**config.mk**
```make
export PLATFORM = sky130hd
export DESIGN_NAME = ram_arb2
export DESIGN_NICKNAME = d
export VERILOG_FILES = /design/src/rtl/ram_arb2.sv
export SDC_FILE = /design/constraint.sdc
export NUM_CORES = 1
export LEC_CHECK = 0
export CAP_MARGIN = 40
export CORE_AREA = 2 2 135 137
export DETAILED_ROUTE_END_ITERATION = 10
export DIE_AREA = 0 0 137 139
export SLEW_MARGIN = 10
export SYNTH_ARGS = -nofsm -noshare
export SYNTH_HDL_FRONTEND = slang
export SYNTH_SLANG_ARGS = --single-unit
```
**constraint.sdc**
```tcl
create_clock -name clk -period 2.32 [get_ports clk]
set_input_delay 0.232 -clock clk [delete_from_list [all_inputs] [get_ports clk]]
set_output_delay 0.232 -clock clk [all_outputs]
set_load 0.01 [all_outputs]
```
**src/rtl/ram_arb2.sv**
```systemverilog
// Two-master round-robin arbiter in front of a single pipelined RAM port, with in-order response routing.
// Optional contention counter enabled by defining RAM_ARB_PERF_EN; otherwise perf_conflicts is tied to 0.
module ram_arb2 #(
    parameter int AW = 32
) (
    input  logic          clk,
    input  logic          rst,

    input  logic          m0_req,
    input  logic          m0_we,
    input  logic [3:0]    m0_be,
    input  logic [AW-1:0] m0_addr,
    input  logic [31:0]   m0_wdata,
    output logic          m0_gnt,
    output logic          m0_rvalid,
    output logic          m0_err,
    output logic [31:0]   m0_rdata,

    input  logic          m1_req,
    input  logic          m1_we,
    input  logic [3:0]    m1_be,
    input  logic [AW-1:0] m1_addr,
    input  logic [31:0]   m1_wdata,
    output logic          m1_gnt,
    output logic          m1_rvalid,
    output logic          m1_err,
    output logic [31:0]   m1_rdata,

    output logic          s_req,
    output logic          s_we,
    output logic [3:0]    s_be,
    output logic [AW-1:0] s_addr,
    output logic [31:0]   s_wdata,
    input  logic          s_gnt,
    input  logic          s_rvalid,
    input  logic          s_err,
    input  logic [31:0]   s_rdata,

    output logic [31:0]   perf_conflicts,
    output logic          dbg_state
);

    // Handshake: a request transfers in the cycle where req and gnt are both 1; the
    // requester keeps req and payload stable until then. rvalid is a one-cycle pulse
    // with no back-pressure, and responses arrive in the order requests were granted.

    typedef enum logic {
        IDLE = 1'b0,
        REQ  = 1'b1
    } state_e;

    state_e     state_q, state_d;
    logic       sel_q, sel_d;
    logic       last_gnt_q, last_gnt_d;
    logic [1:0] fifo_q, fifo_d;          // bit 0 is the head (oldest owner)
    logic [1:0] fifo_cnt_q, fifo_cnt_d;

    logic fifo_empty;
    logic fifo_full;
    logic other_req;
    logic rr_sel;
    logic s_req_int;
    logic gnt_fire;
    logic resp_hit;
    logic owner;
    logic push;
    logic pop;

    always_comb begin
        fifo_empty = (fifo_cnt_q == 2'd0);
        fifo_full  = (fifo_cnt_q == 2'd2);
        other_req  = sel_q ? m0_req : m1_req;
        // On a tie the master that was not granted last goes first.
        rr_sel     = (m0_req && m1_req) ? ~last_gnt_q : m1_req;
        s_req_int  = (state_q == REQ) && !fifo_full;
        gnt_fire   = s_req_int && s_gnt;
        resp_hit   = s_rvalid && (!fifo_empty || gnt_fire);
        owner      = fifo_empty ? sel_q : fifo_q[0];
        // A same-cycle response to a grant with nothing outstanding is consumed directly.
        push       = gnt_fire && !(fifo_empty && s_rvalid);
        pop        = s_rvalid && !fifo_empty;
    end

    always_comb begin
        state_d    = state_q;
        sel_d      = sel_q;
        last_gnt_d = last_gnt_q;
        case (state_q)
            IDLE: begin
                if (m0_req || m1_req) begin
                    sel_d   = rr_sel;
                    state_d = REQ;
                end
            end
            REQ: begin
                if (gnt_fire) begin
                    last_gnt_d = sel_q;
                    if (other_req) begin
                        sel_d = ~sel_q;
                    end else begin
                        state_d = IDLE;
                    end
                end
            end
            default: state_d = IDLE;
        endcase
    end

    always_comb begin
        fifo_d     = fifo_q;
        fifo_cnt_d = fifo_cnt_q;
        case ({push, pop})
            2'b10: begin
                fifo_d[fifo_cnt_q[0]] = sel_q;
                fifo_cnt_d            = fifo_cnt_q + 2'd1;
            end
            2'b01: begin
                fifo_d[0]  = fifo_q[1];
                fifo_cnt_d = fifo_cnt_q - 2'd1;
            end
            2'b11: begin
                fifo_d[0] = (fifo_cnt_q == 2'd1) ? sel_q : fifo_q[1];
                fifo_d[1] = sel_q;
            end
            default: ;
        endcase
    end

    always_ff @(posedge clk) begin
        if (rst) begin
            state_q    <= IDLE;
            sel_q      <= 1'b0;
            last_gnt_q <= 1'b1;
            fifo_q     <= 2'b00;
            fifo_cnt_q <= 2'd0;
        end else begin
            state_q    <= state_d;
            sel_q      <= sel_d;
            last_gnt_q <= last_gnt_d;
            fifo_q     <= fifo_d;
            fifo_cnt_q <= fifo_cnt_d;
        end
    end

    // Every output is forced low while reset is held, including the pass-through paths.
    always_comb begin
        s_req     = !rst && s_req_int;
        s_we      = rst ? 1'b0 : (sel_q ? m1_we : m0_we);
        s_be      = rst ? 4'h0 : (sel_q ? m1_be : m0_be);
        s_addr    = rst ? '0 : (sel_q ? m1_addr : m0_addr);
        s_wdata   = rst ? 32'h0 : (sel_q ? m1_wdata : m0_wdata);
        m0_gnt    = !rst && gnt_fire && !sel_q;
        m1_gnt    = !rst && gnt_fire && sel_q;
        m0_rvalid = !rst && resp_hit && !owner;
        m1_rvalid = !rst && resp_hit && owner;
        m0_err    = !rst && resp_hit && !owner && s_err;
        m1_err    = !rst && resp_hit && owner && s_err;
        m0_rdata  = rst ? 32'h0 : s_rdata;
        m1_rdata  = rst ? 32'h0 : s_rdata;
        dbg_state = !rst && (state_q == REQ);
    end

`ifdef RAM_ARB_PERF_EN
    logic [31:0] perf_q, perf_d;

    always_comb begin
        perf_d = perf_q;
        if (m0_req && m1_req && (perf_q != 32'hFFFF_FFFF)) begin
            perf_d = perf_q + 32'd1;
        end
    end

    always_ff @(posedge clk) begin
        if (rst) begin
            perf_q <= 32'h0;
        end else begin
            perf_q <= perf_d;
        end
    end

    assign perf_conflicts = rst ? 32'h0 : perf_q;
`else
    assign perf_conflicts = 32'h0;
`endif

endmodule

```
==> flow_summary.rst <==
.. list-table::
   :header-rows: 1

   * - Metric
     - Value
   * - Placeable Area
     - 17700 um2
   * - Buffers inserted by post-CTS timing repair
     - 0
   * - GRT Overall Usage
     - 0.100
   * - CP required
     - 2.09 ns
   * - Final #Nets
     - 776
   * - DP Wirelength
     - 9.24 mm
   * - Detailed-routing iteration count for the pre-antenna-repair pass
     - 4
   * - Internal Power
     - roughly 0.0012 W
   * - Switching Fraction
     - 0.349
   * - Leakage power summed over all cells
     - 2.10 nW
   * - Area used by multi-input combinational logic
     - 1670 um2
   * - Final worst hold slack
     - 0.317 ns
   * - DRT antenna net count
     - 0
   * - DR DRC count
     - 0
   * - Ordered cell list for the critical path
     - inv_1, ha_1, buf_4, mux2i_1, a211oi_2, clkdlybuf4s50_1
   * - R2R setup slack
     - 0.50 ns
   * - Area growth syn-to-layout
     - 139%
   * - Largest net degree at the start of global routing
     - 55
   * - Final setup fails
     - 0
   * - Shortest period the worst path allows
     - between 2 and 2.5 ns
   * - Longest individual stage delay on the worst path
     - 0.58 ns
   * - Most used DFF post-synth
     - dfxtp_1
   * - Post-Place Worst Slack
     - about 0.13 ns
   * - Unrepaired setup endpoints after global routing
     - no
   * - Transition time at the pin with the least slew margin
     - around 0.56 ns
   * - Async S/R FF share, synth
     - 0
   * - DP Cell Count
     - between 800 and 900
   * - Yosys top cell area share
     - 0.315
   * - Initial detailed-routing violation count
     - 67
   * - Syn Std Cell Area
     - about 2300 um2
   * - Top cells by area, synth
     - mux2i_1 32%, buf_4 23%, nor2_1 12%
   * - Clock Tree Buf Depth
     - 2
   * - Clock network power share
     - 0.161
   * - Normalized max-slew margin
     - 0.625
   * - Number of sinks handled by clock tree synthesis
     - 7
   * - Number of buffers added to fix hold violations after cts
     - 0
   * - VDD IR-drop max
     - about 180 uV
   * - Overflow left after global routing
     - 0
   * - Areal power density over the cells
     - 339 nW/um2
   * - Worst path buffer plus inverter count
     - 3
   * - Arrival time of the worst setup path
     - roughly 1.9 ns
   * - Switching component of the power
     - roughly 0.00065 W
   * - Crit end category
     - output pin
   * - H-tree lvl count
     - 1
   * - Routed length per instance
     - 12.9 um
   * - Via count of the first global-routing pass
     - 2846
   * - Flops & latches, synth
     - 7
   * - Sort of element at the start of the critical path
     - flip-flop
   * - Number of standard-cell rows in the floorplan
     - 49
   * - Final worst clock skew
     - 0.00340 ns
   * - Post-route non-filler standard cell count
     - ~800
   * - Final critical-path share of the clock period
     - 0.917
   * - Filler instances
     - 1899
   * - Maximum clock rate
     - around 470 MHz
   * - Family with the most delay on the worst path
     - buffers and inverters
   * - Mean area per synthesized cell
     - 7.21 um2
   * - Number of buffers created by CTS
     - 3
   * - Part of the Yosys area used for sequential elements
     - 0.0613
   * - Status
     - complete, no violations
   * - Cells after Synth
     - 317
   * - Clock transition at the registers of the reported paths
     - 0.04 ns
   * - Final hold violation count
     - 0
   * - Global-route wire length before repair
     - 15.2 mm
   * - Warning count from the yosys run
     - 0
   * - Distinct cell type count after synthesis
     - 31
   * - Most common cell after layout, fill and taps aside
     - clkdlybuf4s50_1
   * - Setup TNS
     - 0 ns
   * - Final RePlAce weighted congestion
     - 0.710
   * - Storage element area
     - between 100 and 150 um2
   * - Vias per Instance
     - 3.61
   * - Die area
     - 19000 um2
   * - EDFF count, synth
     - 0
   * - Slowest stage cell on the critical path
     - clkdlybuf4s50_1
   * - Port Buf Inserts
     - 317
   * - Combinational group share of total power
     - 0.744
   * - Top-level I/O count
     - 350
   * - Kind of critical path
     - flip-flop to output pin
   * - Utilization after layout
     - 0.309
   * - Hold WC Path Type
     - input port to flip-flop
   * - Cell type with the highest aggregate area in the netlist
     - mux2i_1
   * - Die Span X
     - 137 um
   * - Initial antenna violation count
     - 0
   * - Max Fanout on Critical Path
     - 5
   * - Relative contribution of sequential cells to total power
     - 0.095
   * - Vias
     - 2963
   * - # diodes
     - 0
   * - Worst-case setup margin in the final layout
     - around 0.19 ns
   * - Later-pin clock latency in the skew report
     - between 0.2 and 0.25 ns
   * - Initial cell density of the core
     - 0.129
   * - DIE HEIGHT
     - 139 um
   * - Detailed-route wire length
     - around 11 mm
   * - Share of cells above drive strength 1
     - 0.0288
   * - Root buffer selected by CTS
     - clkbuf_16
   * - Final number of max-transition violations
     - 0
   * - TritonCTS clock tree
     - done
   * - Max-cap viol count
     - 0
   * - Most used cells in the layout excluding fill and tap cells
     - 314 x clkdlybuf4s50_1, 74 x nor2_1, 72 x mux2i_1
path summary, 6_finish.rpt:
path / from / end / cells after the start
hold reg to reg: last_gnt_q / last_gnt_q / 1
setup reg to reg: fifo_cnt_q[1] / fifo_q[0] / 8
hold / removal: rst / fifo_cnt_q[0] / 2
setup / recovery: fifo_cnt_q[1] / m1_rvalid / 6
metal layers:
layer | GRT usage | share of wire | up-vias
met5 | 0 | 0 | -
li1 | - | - | 1499
met2 | 0.194 | 0.52 | 208
met4 | 0.0147 | 0.0059 | 0
met1 | 0.111 | 0.36 | 1250
met3 | 0.0238 | 0.11 | 6
per-stage QoR:
stage          total power (W)  area (um2)
2_1_floorplan         0.000880        2400
3_3_place_gp           0.00155        5350
3_5_place_dp           0.00155        5350
4_1_cts                0.00186        5430
5_1_grt                0.00198        5460
6_report               0.00185        5460
registers in the layout, summed over array words and instances (netlist names):
signal / count
sel_q: 1
last_gnt_q: 1
state_q: 1
fifo_cnt_q: 2
fifo_q: 2
area by class of cell:
class,instances,area share
repair buffers,324,0.596
multi-input cells,251,0.307
well taps,229,0.0525
flip-flops and latches,7,0.0264
clock buffers,4,0.0144
inverters,5,0.00344
power by group through the flow:
stage / combinational [W] / sequential, W / clock [W]
2_1_floorplan: 0.000714 / 0.000166 / 0
3_3_place_gp: 0.00138 / 0.000176 / 0
3_5_place_dp: 0.00138 / 0.000177 / 0
4_1_cts: 0.00138 / 0.000176 / 0.000305
5_1_grt: 0.00149 / 0.000180 / 0.000309
6_report: 0.00138 / 0.000176 / 0.000298
Yosys cell counts (2+ instances only):
master	number
and2_1	2
nor2b_1	35
buf_4	70
mux2_2	2
xnor2_1	2
buf_2	5
nand2b_1	3
nor2_1	74
mux2i_1	72
clkbuf_1	8
buf_1	2
a21oi_1	2
inv_1	5
nand2_1	2
ha_1	7
a211oi_1	3
dfxtp_1	7
a211o_1	2
and3_1	2
kinds of logic (layout without fill, tap and decap cells):
kind of cell / after synthesis / in the layout / synth area share
and+or+nand+nor: 122 / 122 / 0.254
adders and majority gates: 7 / 7 / 0.0383
DFF: 7 / 7 / 0.0613
other: 1 / 32 / 0.00164
xor gates and xnor gates: 2 / 2 / 0.00766
AOI/OAI and AO/OA: 14 / 14 / 0.0465
buffers and inverters: 90 / 333 / 0.265
muxes: 74 / 74 / 0.325
repair_timing:
item	CTS	global route
pin swaps	0	2
resized for setup	0	5
endpoints found under the setup margin	2	4
(Power assumes the default switching activity.)
